$ cat src/rtl/codificador_display_pkg.sv
// codificador_display_pkg: symbol codes shared with the segment decoder, plus display state encoding
package codificador_display_pkg;
  localparam logic [3:0] C_0     = 4'd0;
  localparam logic [3:0] C_1     = 4'd1;
  localparam logic [3:0] C_2     = 4'd2;
  localparam logic [3:0] C_3     = 4'd3;
  localparam logic [3:0] C_4     = 4'd4;
  localparam logic [3:0] C_5     = 4'd5;
  localparam logic [3:0] C_E     = 4'd6;
  localparam logic [3:0] C_N     = 4'd7;
  localparam logic [3:0] C_P     = 4'd8;
  localparam logic [3:0] C_DOT   = 4'd9;
  localparam logic [3:0] C_BLANK = 4'd15;
  typedef enum logic [1:0] {S_IDLE = 2'd0, S_VEND = 2'd1, S_ERR = 2'd2} state_t;
endpackage

$ cat src/rtl/codificador_display_scan_prescaler.sv
// codificador_display_scan_prescaler: divides clk into digit slots and reports the digit index and frame end
module codificador_display_scan_prescaler #(
  parameter int SCAN_DIV = 1000
) (
  input  logic       clk,
  input  logic       rst,
  output logic [1:0] idx,
  output logic       frame_end
);
  localparam int DW = (SCAN_DIV > 1) ? $clog2(SCAN_DIV) : 1;
  logic [DW-1:0] div_q, div_d;
  logic [1:0]    idx_q, idx_d;
  logic          tick;
  // next prescaler count and digit index; a frame ends when the last digit's slot expires
  always_comb begin
    tick      = div_q == DW'(SCAN_DIV - 1);
    div_d     = tick ? '0 : div_q + 1'b1;
    idx_d     = tick ? idx_q + 2'd1 : idx_q;
    frame_end = tick && idx_q == 2'd3;
  end
  // counter registers
  always_ff @(posedge clk or posedge rst) begin
    if (rst) begin
      div_q <= '0;
      idx_q <= '0;
    end else begin
      div_q <= div_d;
      idx_q <= idx_d;
    end
  end
  assign idx = idx_q;
endmodule

$ cat src/rtl/codificador_display.sv
// codificador_display: scans the 4-digit display showing credit or a timed vend/error message
module codificador_display
  import codificador_display_pkg::*;
#(
  parameter int N_DIGITS  = 4,
  parameter int SCAN_DIV  = 1000,
  parameter int MSG_TICKS = 250
) (
  input  logic                clk,
  input  logic                rst,
  input  logic [2:0]          credit,
  input  logic                evt_vend,
  input  logic                evt_error,
  output logic [3:0]          code,
  output logic [N_DIGITS-1:0] digit_en,
  output logic                busy
);
  localparam int TW = $clog2(MSG_TICKS + 1);
  state_t              state_q, state_d;
  logic [TW-1:0]       timer_q, timer_d;
  logic [3:0]          code_q, code_d;
  logic [N_DIGITS-1:0] en_q, en_d;
  logic [1:0]          idx;
  logic                frame_end;
  logic [3:0]          credit_code, idle_code, vend_code, err_code;

  codificador_display_scan_prescaler #(.SCAN_DIV(SCAN_DIV)) u_scan (
    .clk      (clk),
    .rst      (rst),
    .idx      (idx),
    .frame_end(frame_end)
  );

  // events override the timer; the timer counts frame ends and releases after MSG_TICKS+1 of them,
  // because the first counted frame is the partial one the message started in
  always_comb begin
    state_d = state_q;
    timer_d = timer_q;
    if (evt_error) begin
      state_d = S_ERR;
      timer_d = '0;
    end else if (evt_vend && state_q != S_ERR) begin
      state_d = S_VEND;
      timer_d = '0;
    end else if (state_q != S_IDLE && frame_end) begin
      state_d = timer_q == TW'(MSG_TICKS) ? S_IDLE : state_q;
      timer_d = timer_q == TW'(MSG_TICKS) ? '0 : timer_q + 1'b1;
    end
  end

  // symbol lookup for the digit currently being scanned
  always_comb begin
    credit_code = credit > 3'd5 ? C_E : {1'b0, credit};
    idle_code   = idx == 2'd0 ? credit_code : C_BLANK;
    vend_code   = idx == 2'd0 ? C_DOT : idx == 2'd1 ? C_N : idx == 2'd2 ? C_E : C_P;
    err_code    = idx == 2'd0 ? C_E : idx == 2'd1 ? C_BLANK : idx == 2'd2 ? C_N : C_E;
    code_d      = state_q == S_VEND ? vend_code : state_q == S_ERR ? err_code : idle_code;
    en_d        = N_DIGITS'(1) << idx;
  end

  // state, timer and the paired code/enable output registers
  always_ff @(posedge clk or posedge rst) begin
    if (rst) begin
      state_q <= S_IDLE;
      timer_q <= '0;
      code_q  <= C_BLANK;
      en_q    <= N_DIGITS'(1);
    end else begin
      state_q <= state_d;
      timer_q <= timer_d;
      code_q  <= code_d;
      en_q    <= en_d;
    end
  end

  assign code     = code_q;
  assign digit_en = en_q;
  assign busy     = state_q != S_IDLE;
endmodule

$ cat config.mk
export PLATFORM = sky130hd
export DESIGN_NAME = codificador_display
export DESIGN_NICKNAME = d
export VERILOG_FILES = /design/src/rtl/codificador_display_pkg.sv /design/src/rtl/codificador_display_scan_prescaler.sv /design/src/rtl/codificador_display.sv
export SDC_FILE = /design/constraint.sdc
export NUM_CORES = 1
export LEC_CHECK = 0
export CELL_PAD_IN_SITES_DETAIL_PLACEMENT = 2
export CELL_PAD_IN_SITES_GLOBAL_PLACEMENT = 2
export CORE_MARGIN = 8
export CORE_UTILIZATION = 38
export CTS_CLUSTER_SIZE = 40
export DETAILED_ROUTE_END_ITERATION = 10
export GPL_ROUTABILITY_DRIVEN = 0
export GPL_TIMING_DRIVEN = 0
export HOLD_SLACK_MARGIN = 0.06
export PLACE_DENSITY_LB_ADDON = 0.1
export SYNTH_ARGS = -nofsm -noshare
export SYNTH_HDL_FRONTEND = slang
export SYNTH_SLANG_ARGS = --single-unit
$ cat constraint.sdc
create_clock -name clk -period 3.5 [get_ports clk]
set_clock_uncertainty 0.05 [all_clocks]
set_input_delay 0.7 -clock clk [delete_from_list [all_inputs] [get_ports clk]]
set_output_delay 0.7 -clock clk [all_outputs]
set_load 0.01 [all_outputs]
# == Yosys cells after proc, flatten, opt, wreduce, memory -nomap -nowiden ==
# Index checks and enable logic that the tools add are counted.
# word_totals
reg_bits,30
latchBits,0
mem_bits_rw,0
romBits,0
inputBits,7
out_inout_bits,9
memories,0
# classes
n_addsub,3
n_mul,0
div,0
magnitude_cmp,1
n_eq_ne,8
n_shift,1
muxes,19
n_bitwise,0
n_reduce_logical,8
# op_table
op,count
$mux 4,8
$mux 8,4
$add 10x1->10 const B,1
$eq 10x10->1 const B,1
$mux 10,1
$add 8x1->8 const B,1
$eq 8x8->1 const B,1
$mux 2,4
$eq 2x2->1 const B,3
$reduce_bool 3->1,2
$eq 2x1->1 const B,2
$shl 1x2->4 const A,1
$gt 3x3->1 const B,1
$logic_and 1x1->1,3
$mux 3,1
$add 2x1->2 const B,1
$logic_not 2->1,1
$ne 2x2->1 const B,1
$reduce_and 2->1,1
$reduce_bool 2->1,1
$mux 1,1

# == Logic depth before layout (Yosys ltp) ==
# depth
ltp_word,6
mapped_depth,6
depth_no_buf,6

# == Cells and area by module ==
# A second synthesis with hierarchy kept.
# unflattened
hier_cells,152
area_unflattened_um2,1606.5
# modules_own_cells
mod,n_inst,cells_per_inst,area_per_inst_um2,seq_area_each_um2
codificador_display,1,99,1012.2,456.7
codificador_display_scan_prescaler,1,53,594.3,300.3

# == Worst setup path before layout ==
# Ideal clock, no wire load.
# synth_timing
path_type,reg2reg
from,register u_scan.div_q[0]
to,register timer_q[4]
setup_ns,0.120
arrival_time_ns,1.682
path_slack_ns,1.648
stages_incl_launch_ff,7
n_path_buf,0
synth_period_minus_slack_ns,1.852
cell_sequence,dfrtp_1 ha_1 nand4b_4 nor4_4 nor2_4 a22o_1 a41o_1
# synth_between
elab_chain_cells,4
# synth_lines
element,line,text
from (decl),codificador_display_scan_prescaler.sv:11,"logic [DW-1:0] div_q, div_d;"
from (signal assigned),codificador_display_scan_prescaler.sv:27,div_q <= div_d;
$eq 10x10->1,codificador_display_scan_prescaler.sv:16,tick = div_q == DW'(SCAN_DIV - 1);
$logic_and 1x1->1,codificador_display_scan_prescaler.sv:19,frame_end = tick && idx_q == 2'd3;
$logic_and 1x1->1,codificador_display.sv:45,end else if (state_q != S_IDLE && frame_end) begin
$reduce_bool 3->1 (no source line),--,
to (signal assigned),codificador_display.sv:70,timer_q <= timer_d;
to (decl),codificador_display.sv:20,"logic [TW-1:0] timer_q, timer_d;"
# Every way passes these cells.
# A chain may end at the register's enable or synchronous reset.

# == Final worst setup path ==
# layout_timing
from,register state_q[0]
to,output busy
# layout_between
elab_chain_cells,1
# layout_lines
element,line,text
from (decl),codificador_display.sv:19,"state_t state_q, state_d;"
from (signal assigned),codificador_display.sv:69,state_q <= state_d;
$reduce_bool 2->1,codificador_display.sv:78,assign busy = state_q != S_IDLE;
to (decl),codificador_display.sv:16,output logic busy
# Every way passes these cells.

==> impl_metrics.toml <==
[global_routing]
grt_max_degree = 31
grt_pass1_vias = 1312
grt_pass1_wl_um = 6670
grtUsageTotal_pct = 13.7
overflow = 0
antenna_found_initial = 0

[clock_network]
cts.clk_slew.worst_paths_ps = 70
cts_hold_buf = 0
cts_tree = "built"
clockBufferDepth = 2
clk_latency_ps = 290
post_cts_buffers = 0
clock-sinks = 30
h-tree-depth = 2
root_buffer = "clkbuf_8"
cts_resized = 0
cts_buffers = 5

[sta]
setup_tns_ps = 0
fin_crit_sh_pct = 70.5
max-slew-margin-rel_pct = 23.1
hold_viol = 0
min_period_ps = 2470
tightestPinTransition_ps = 1150
fmax_mhz = 406
rsz0062_at_grt = "false"
drv_slew = 0
finalSetupViolCount = 0

[critical_path]
end_kind = "output pin"
cp.required_ps = 2750
reg2reg_from = "u_scan.div_q[0]"
cp-endpoint = "busy"
path_class = "reg -> out"
r2r_end = "timer_q[4]"
startpoint_type = "flop"
cp-startpoint = "state_q[0]"
worstPathArrival_ps = 1720
ff2ff_setup_slack_ps = 1340
worst_r2r_path_depth = 6
cp_max_fo = 10

[detailed_routing]
routed_wl_um = 3990
routed_via_density = 5.29
avgRoutedWirePerCell_um = 18.0
routed-via-count = 1168
dr.pass1.iters = 2
drc_errors = 0
detail-route-antenna-nets = 0
drt_iter0_markers = 53

[floorplan]
dieArea_sq_mm = 0.00628
die_h_um = 79.2
coreArea_sq_mm = 0.00391
initial_core_util_pct = 38.8
ios = 16
dieWidth_um = 79.2
num_rows = 23

[final_layout]
multi_input_area_sq_um = 719
drive_above_1_share_pct = 15.2
fin_area_sq_mm = 0.00184
area_growth_pct = 21.2
nNetsFinal = 184
antennaDiodeCount = 0
regArea_sq_um = 757
final.fill_count = 418

[yosys]
async_flop_share_pct = 100
synth_area_sq_mm = 0.00152
ys_types = 41
yosys_warnings = 0
ys.flop_type = "dfrtp_1"
syn_area_per_cell_sq_um = 10.3
ys_seq_area_share_pct = 49.8
synth_seq_cells = 30
synth_cells = 148
syn_nets = 162
synth_enable_flop_cells = 0

[placement]
hpwl_um = 2840
port_buffers = 15
place_area_sq_mm = 0.00173

[power_and_ir_drop]
ir_worst_vdd_mv = 0.201
power.leakage_nw = 0.837
power_uw = 771
cellPowerDensity_mw_per_mm2 = 419

[outcome]
outcome = "completed"

[min_path]
hold_class = "reg -> reg"

[job]
cap_violations = 0
-- where the power goes --
group,internal (mW),switching [mW],leakage (nW)
combinational,0.0286,0.0379,0.396
sequential,0.357,0.00252,0.383
clock,0.209,0.136,0.0579
total,0.595,0.176,0.837
-- Yosys cell counts (all sizes together) (2+ instances only) --
cell type   n  area share [%]
dfrtp      25              41
o21ai      17             5.6
nand2      16             4.0
nor2       12             3.5
inv         9             2.2
nand3       8             2.6
ha          7             5.8
dfstp       5             8.6
nand2b      5             2.1
a21oi       4             1.3
xor2        4             2.3
and3        3             1.4
nor2b       3             1.2
nor3        3             1.3
a41o        2             1.4
and2b       2             1.1
nand4       2            0.82
o22ai       2            0.82
xnor2       2             1.2
-- worst max-delay path, cell delays in order (launching register included) --
cell	delay, ps
dfrtp_1	400
clkbuf_1	220
or2_2	330
clkdlybuf4s50_1	480
-- flip-flops by register name (all words and copies together) (netlist names) --
name          cells
code              4
timer_q           8
digit_en          4
state_q           2
u_scan.div_q     10
u_scan.idx        2
-- final cells by class --
type,instances,area share (%)
repair buffers,15,8.16
multi-input cells,107,39.1
inverters,9,1.84
clock buffers,5,3.74
plain buffers,2,0.476
clock inverters,3,2.18
well taps,50,3.40
flip-flops and latches,30,41.1
-- placed cells by master (no fill, tap or decap), types with 5 or more instances in the layout --
cell type and n:
clkbuf_8 5, inv_1 9, dfrtp_1 25, nand2b_1 5
ha_1 7, nand2_1 16, clkdlybuf4s50_1 15, o21ai_0 17
nor2_1 11, nand3_1 8, dfstp_2 5
-- cell families (layout without fill, tap and decap cells) --
group	Yosys count	count (layout)	synth area share (%)
adder cells (fa/ha/maj)	7	7	5.77
buffers and inverters	11	34	2.80
XOR/XNOR	6	6	3.46
AND/OR/NAND/NOR	59	59	22.2
AO/OA/AOI/OAI	35	35	16.0
flip-flops	30	30	49.8
-- worst min-delay path by stage --
stage	endpoint	slack [ps]	from	cells past startpoint
finish	u_scan.div_q[0]	450	u_scan.div_q[0]	1
global route	u_scan.div_q[0]	480	u_scan.div_q[0]	1
CTS	u_scan.div_q[0]	460	u_scan.div_q[0]	1
detailed placement	u_scan.div_q[0]	450	u_scan.div_q[0]	1
global placement	u_scan.div_q[0]	430	u_scan.div_q[0]	1
floorplan	u_scan.div_q[0]	410	u_scan.div_q[0]	1
-- routing by layer --
| metal | track usage (%) | vias to the layer above | part of all wire, % |
|---|---|---|---|
| met4 | 7.22 | 0 | 1.6 |
| met3 | 3.05 | 6 | 3.4 |
| met1 | 15.6 | 585 | 42 |
| met5 | 0 | - | 0 |
| met2 | 23.6 | 16 | 53 |
| li1 | - | 561 | - |
-- stage by stage --
stage	worst slack, ps	hold WS, ps	util (%)	instances
finish	1030	452	47.0	221
global route	933	484	47.0	221
CTS	1010	461	47.0	221
detailed placement	976	451	44.2	213
global placement	1060	434	44.2	213
floorplan	1650	405	-	148
Note: power is estimated with default switching activity, not from simulation.
